==> config.mk <==
export PLATFORM = sky130hd
export DESIGN_NAME = date_offset_sched
export DESIGN_NICKNAME = d
export VERILOG_FILES = /design/src/rtl/date_offset_sched.sv
export SDC_FILE = /design/constraint.sdc
export NUM_CORES = 1
export LEC_CHECK = 0
export ABC_CLOCK_PERIOD_IN_PS = 1800
export CAP_MARGIN = 5
export CORE_ASPECT_RATIO = 0.9
export CORE_MARGIN = 4
export CORE_UTILIZATION = 45
export CTS_CLUSTER_DIAMETER = 100
export CTS_CLUSTER_SIZE = 8
export DETAILED_ROUTE_END_ITERATION = 8
export PLACE_DENSITY = 0.88
export SETUP_SLACK_MARGIN = 0.4
export SYNTH_ARGS = -nofsm -noshare
export SYNTH_HDL_FRONTEND = slang
export SYNTH_SLANG_ARGS = --single-unit
==> constraint.sdc <==
create_clock -name clk -period 1.8 [get_ports clk]
set_clock_uncertainty 0.1 [all_clocks]
set_input_delay 0.18 -clock clk [delete_from_list [all_inputs] [get_ports clk]]
set_output_delay 0.18 -clock clk [all_outputs]
set_load 0.01 [all_outputs]
==> src/rtl/date_offset_sched.sv <==
// Round-robin scheduler for two calendar query sources. Each query is stepped
// one day per cycle to produce the days N before and N after today.
module date_offset_sched #(
    parameter logic RR_INIT = 1'b0
) (
    input  logic       clk,
    input  logic       rst,
    input  logic       req0_valid,
    output logic       req0_ready,
    input  logic [4:0] req0_today,
    input  logic       req0_day30_31,
    input  logic [2:0] req0_n,
    input  logic       req1_valid,
    output logic       req1_ready,
    input  logic [4:0] req1_today,
    input  logic       req1_day30_31,
    input  logic [2:0] req1_n,
    output logic       rsp_valid,
    input  logic       rsp_ready,
    output logic       rsp_id,
    output logic [4:0] rsp_dbn,
    output logic [4:0] rsp_dan,
    output logic       rsp_error,
    output logic       busy
);

    typedef enum logic [1:0] {IDLE, CHECK, STEP, DONE} state_t;

    state_t     state_q, state_d;
    logic       rr_q, rr_d;
    logic       id_q, id_d;
    logic [4:0] today_q, today_d;
    logic [4:0] len_q, len_d;
    logic [2:0] n_q, n_d;
    logic [2:0] cnt_q, cnt_d;
    logic [4:0] dbn_q, dbn_d;
    logic [4:0] dan_q, dan_d;
    logic       err_q, err_d;
    logic       grant0, grant1;

    // rr_q == 0 favours requester 0 when both are valid
    assign grant0 = req0_valid && (!req1_valid || !rr_q);
    assign grant1 = req1_valid && (!req0_valid || rr_q);

    always_comb begin
        state_d    = state_q;
        rr_d       = rr_q;
        id_d       = id_q;
        today_d    = today_q;
        len_d      = len_q;
        n_d        = n_q;
        cnt_d      = cnt_q;
        dbn_d      = dbn_q;
        dan_d      = dan_q;
        err_d      = err_q;
        req0_ready = 1'b0;
        req1_ready = 1'b0;
        case (state_q)
            IDLE: begin
                req0_ready = grant0 && !rst;
                req1_ready = grant1 && !rst;
                if (grant0) begin
                    id_d    = 1'b0;
                    today_d = req0_today;
                    len_d   = req0_day30_31 ? 5'd31 : 5'd30;
                    n_d     = req0_n;
                    rr_d    = 1'b1;
                    state_d = CHECK;
                end else if (grant1) begin
                    id_d    = 1'b1;
                    today_d = req1_today;
                    len_d   = req1_day30_31 ? 5'd31 : 5'd30;
                    n_d     = req1_n;
                    rr_d    = 1'b0;
                    state_d = CHECK;
                end
            end
            CHECK: begin
                if (today_q == 5'd0 || today_q > len_q) begin
                    err_d   = 1'b1;
                    dbn_d   = '0;
                    dan_d   = '0;
                    state_d = DONE;
                end else begin
                    err_d = 1'b0;
                    dbn_d = today_q;
                    dan_d = today_q;
                    cnt_d = n_q;
                    state_d = (n_q == 3'd0) ? DONE : STEP;
                end
            end
            STEP: begin
                dbn_d = (dbn_q == 5'd1) ? len_q : dbn_q - 5'd1;
                dan_d = (dan_q == len_q) ? 5'd1 : dan_q + 5'd1;
                cnt_d = cnt_q - 3'd1;
                if (cnt_q == 3'd1) state_d = DONE;
            end
            DONE: begin
                if (rsp_ready) state_d = IDLE;
            end
            default: state_d = IDLE;
        endcase
    end

    always_ff @(posedge clk) begin
        if (rst) begin
            state_q <= IDLE;
            rr_q    <= RR_INIT;
            id_q    <= 1'b0;
            today_q <= '0;
            len_q   <= '0;
            n_q     <= '0;
            cnt_q   <= '0;
            dbn_q   <= '0;
            dan_q   <= '0;
            err_q   <= 1'b0;
        end else begin
            state_q <= state_d;
            rr_q    <= rr_d;
            id_q    <= id_d;
            today_q <= today_d;
            len_q   <= len_d;
            n_q     <= n_d;
            cnt_q   <= cnt_d;
            dbn_q   <= dbn_d;
            dan_q   <= dan_d;
            err_q   <= err_d;
        end
    end

    assign rsp_valid = (state_q == DONE);
    assign busy      = (state_q != IDLE);
    assign rsp_id    = id_q;
    assign rsp_dbn   = dbn_q;
    assign rsp_dan   = dan_q;
    assign rsp_error = err_q;

endmodule

======== Word-level counts from Yosys, hierarchy flattened ========
Cells that the tools add are included.
storage, ports and cells
  logic and storage cells ................. 73
  output and inout bits ................... 16
  memories ................................ 0
  bits in latches ......................... 0
  bits in registers ....................... 31
  memory bits (read-only) ................. 0
  RAM bits ................................ 0
cells by class
  reductions and logical operators ........ 20
  muxes and demuxes ....................... 29
  equal/unequal tests ..................... 10
  divide/modulo/power cells ............... 0
  bitwise gates (word level) .............. 0
  multipliers ............................. 0
  magnitude comparators ................... 1
  shift operators ......................... 0
  add/sub/neg operators ................... 3
operators with widths
  operator               number
  $mux W5                7
  $pmux W5 S2            2
  $mux W1                11
  $mux W3                3
  $mux W2                4
  $pmux W2 S4            1
  $pmux W3 S2            1
  $reduce_bool A2 Y1     3
  $add A5 B1 Y5 const B  1
  $eq A5 B1 Y1 const B   1
  $eq A5 B5 Y1           1
  $gt A5 B5 Y1           1
  $logic_not A5 Y1       1
  $sub A5 B1 Y5 const B  1
  $eq A2 B2 Y1 const B   2
  $logic_and A1 B1 Y1    4
  $logic_not A1 Y1       4
  $ne A2 B2 Y1 const B   2
  $reduce_and A2 Y1      2
  $eq A3 B1 Y1 const B   1
  $logic_not A3 Y1       1
  $logic_or A1 B1 Y1     3
  $ne A3 B3 Y1 const B   1
  $reduce_and A3 Y1      1
  4 further kinds        4

======== Longest topological paths before layout ========
  depth in word-level cells ............... 6
  depth in mapped cells ................... 8
  mapped depth without buffers ............ 7

======== Worst setup path before layout ========
No wires, ideal clock.
  kind .................................... flip-flop to flip-flop
  from .................................... register len_q[3]
  to ...................................... register dan_q[0], in the netlist rsp_dan[0]
  path slack .............................. -0.101 ns
  stages on the path, launching flop included .. 8
  period minus slack after synthesis ...... 1.901 ns
  arrival ................................. 1.710 ns
  path buffers ............................ 0
  library setup time ...................... 0.091 ns
  cells stage by stage .................... dfxtp_1 -> inv_1 -> ha_1 -> nand2b_1 -> a211oi_1 -> o31ai_2 -> nand2_1 -> a311oi_1
on the way
  word-level cells in the longest chain between the ends .. 4
ends and longest elaborated chain
  element                   line  source
  start: declaration        33    logic [4:0] len_q, len_d;
  start signal: assignment  122   len_q <= len_d;
  $gt A5 B5 Y1              79    if (today_q == 5'd0 || today_q > len_q) begin
  $logic_or A1 B1 Y1        79
  $mux W5                   79
  $pmux W5 S2 (*)           58    case (state_q)
  end signal: assignment    126   dan_q <= dan_d;
  end: declaration          37    logic [4:0] dan_q, dan_d;
Mark *: on every way between the ends. The rest lies on a longest branch, timed or not.
A chain may end at the register's enable or synchronous reset.

======== Final worst setup path ========
  from .................................... register len_q[3]
  to ...................................... register dan_q[2], in the netlist rsp_dan[2]
Same word-level chain as after synthesis.

==> out/qor.yml <==
placed_design:
  post-dp-hpwl_um: 3870
  io_buffers: 38
  dp.cells: 318
  routabilityCongestion: 0.852
grt:
  first_global_vias: 2054
  grt_max_degree: 23
  grt_use_total_pct: 26.9
  grt_pass1_wl_um: 10000
  overflow: 0
  antenna_found_initial: 0
setup_path:
  critPathTopFamily: "compound AO/OA/AOI/OAI gates"
  crit_fanout: 6
  startpoint_type: "register"
  crit_chain: "inv_8 > ha_4 > nand2b_4 > a211oi_2 > buf_4 > o31ai_4 > buf_6 > a32oi_1 > nand2_1"
  cp-end-kind: "register"
  cp_slowest_cell: "dfxtp_4"
  worstPathRequired_ps: 1860
  critPathBufInv: 3
  worstPathArrival_ps: 2150
  max_stage_delay_ps: 400
  critPathKind: "reg -> reg"
cts:
  cts_buffer_depth: 2
  clk_pin_slew_ps: 120
  clock-sinks: 28
  clockRootBuffer: "clkbuf_8"
  htree_levels: 1
  cts_hold_buf: 0
  cts_tree: "built"
  numCtsBuffers: 3
  clk_latency_ps: 300
final_layout:
  fin_util_pct: 78.9
  final_nets: 329
  seqCellArea_um2: 584
  multiInputGateArea_um2: 1380
  area_growth_pct: 69.8
  layout-drive-gt1-share_pct: 42.6
  antenna-diode-count: 0
  nFillCells: 178
  fin_cells: 337
die:
  fp.dieArea_um2: 4880
  row_count: 21
  initial_core_util_pct: 46.5
  core_um2: 3700
  die_h_um: 66.7
  ios: 39
  die_x_um: 73.2
sta:
  final-hold-violation-count: 0
  slew_violations: 0
  layout_setup_ws_ps: -292
  rsz0062_at_grt: "true"
  slew_headroom_pct: 70.6
  fin_crit_ps: 2090
  finalSetupViolations: 16
  tightest_slew_ps: 436
  period_share_pct: 116
  fin_setup_tns_ps: -2040
  max_freq_mhz: 478
power:
  leakage_uw: 0.00118
  power_density_nw_per_um2: 1780
  ir_drop_uv: 1090
yosys:
  syn_avg_cell_area_um2: 8.20
  postSynthCellCount: 210
  seq_area_frac_synth_pct: 32.6
  synth_largest_area_cell: "dfxtp_1"
  synthArstFlopShare_pct: 0
  synth_fp_nets: 247
  syn_area_um2: 1720
  yosys_warnings: 0
  synth_seq_cells: 28
  synth_cell_types: 48
  synth.area.top_cells: "dfxtp_1, ha_1, nand2_1"
  synth-edff-count: 0
  synth_flop_cell: "dfxtp_1"
  synth_top_area_share_pct: 32.6
outcome:
  violations: "negative setup slack"
  status: "finished with violations"
drt:
  drt-total-wl_um: 8390
  wl_per_cell_um: 24.9
  initialDrtViolationCount: 280
  viasPerCell: 6.76
  vias: 2279
  drc_errors: 0
  antenna_left: 0
  firstDrtPassIters: 5
run:
  cap_viol_max_count: 0
hold_path:
  hold_class: "in -> reg"
-- placed cells by master, fill, tap and decap left out, types with 4 or more instances in the layout --
master,count
clkdlybuf4s50_1,22
ha_1,6
nor2_1,15
nor2_4,4
buf_4,31
inv_1,12
a21oi_2,5
dfxtp_2,7
xnor2_1,4
a22oi_2,6
o21ai_2,4
nor3_1,4
a21oi_1,9
dlygate4sd2_1,12
nand2_1,22
dfxtp_1,17
buf_6,19
o21ai_0,5
nand3_1,4
ha_4,8
nor2_2,4
dfxtp_4,4
-- flip-flops by register name, summed over array words and instances, names as in the netlist --
register	cells
rsp_id	1
rsp_error	1
rr_q	1
cnt_q	3
rsp_dbn	5
today_q	5
state_q	2
n_q	3
rsp_dan	5
len_q	2
-- cells by family after synthesis --
logic type,synth area share [%]
xor gates and xnor gates,2.03
AOI/OAI and AO/OA,27.2
muxes,1.24
and+or+nand+nor,21.0
buffers and inverters,5.81
DFF,32.6
adders and majority gates,10.2
-- per-stage QoR --
stage	hold WS (ps)	power (uW)	instance area, um^2	worst slack, ps
after global placement	351	3490	2520	-80.1
after detailed placement	351	3600	2520	-230
after floorplan	179	2650	1890	-17.3
final	349	5210	2920	-292
after global routing	350	5420	2920	-304
after CTS	322	4450	2750	-135
-- worst reg2reg max path, cell delays in order (launching register included) --
cell	delay [ps]
dfxtp_4	400
inv_8	50
ha_4	280
nand2b_4	50
a211oi_2	200
buf_4	180
o31ai_4	80
buf_6	150
a32oi_1	310
nand2_1	150
-- layer usage --
layer	vias up	share of wire [%]	GRT usage, %
met5	-	0	0
met4	0	8.0	13.4
met3	82	10	4.68
met2	222	47	47.7
met1	1056	35	30.8
li1	919	-	-
-- power by group --
| group | leakage, uW | switching, uW | internal (uW) |
|---|---|---|---|
| clock network | 0.0000228 | 232 | 160 |
| registers | 0.000236 | 260 | 841 |
| logic | 0.000923 | 1930 | 1790 |
-- synth_stat cells (3+ instances only) --
cell	number
nor2_1	23
xnor2_1	4
nand3_1	5
clkbuf_1	4
nand2b_1	4
a21oi_1	12
a211oi_1	4
o21ai_0	6
nor3_1	4
a21o_1	3
a22oi_1	8
a311oi_1	5
or3_1	3
dfxtp_1	28
o31ai_1	3
o21ai_2	3
nand2_1	26
ha_1	14
inv_1	17
-- path summary, 6_finish.rpt --
path                         start                       to  slack, ps  depth (start not counted)
max          len_q[3]$_SDFFE_PP0P_  rsp_dan[2]$_SDFFE_PP0P_       -290                          9
min                  req1_today[1]  today_q[1]$_SDFFE_PP0P_        350                          3
max reg2reg  len_q[3]$_SDFFE_PP0P_  rsp_dan[2]$_SDFFE_PP0P_       -290                          9
min reg2reg    rsp_id$_SDFFE_PP0P_      rsp_id$_SDFFE_PP0P_        380                          2
-- area by class of cell --
type	instances	share of cell area, %
Sequential cell	28	20.0
Multi-Input combinational cell	157	47.2
Timing Repair Buffer	85	26.6
Tap cell	46	1.97
Clock buffer	4	1.54
Inverter	17	2.78
-- timing repair --
action,CTS,global route
setup buffers,7,8
pin swaps,14,11
resized for setup,73,25
endpoints found under the setup margin,42,30
No activity file was read; power rests on OpenSTA's default activity.
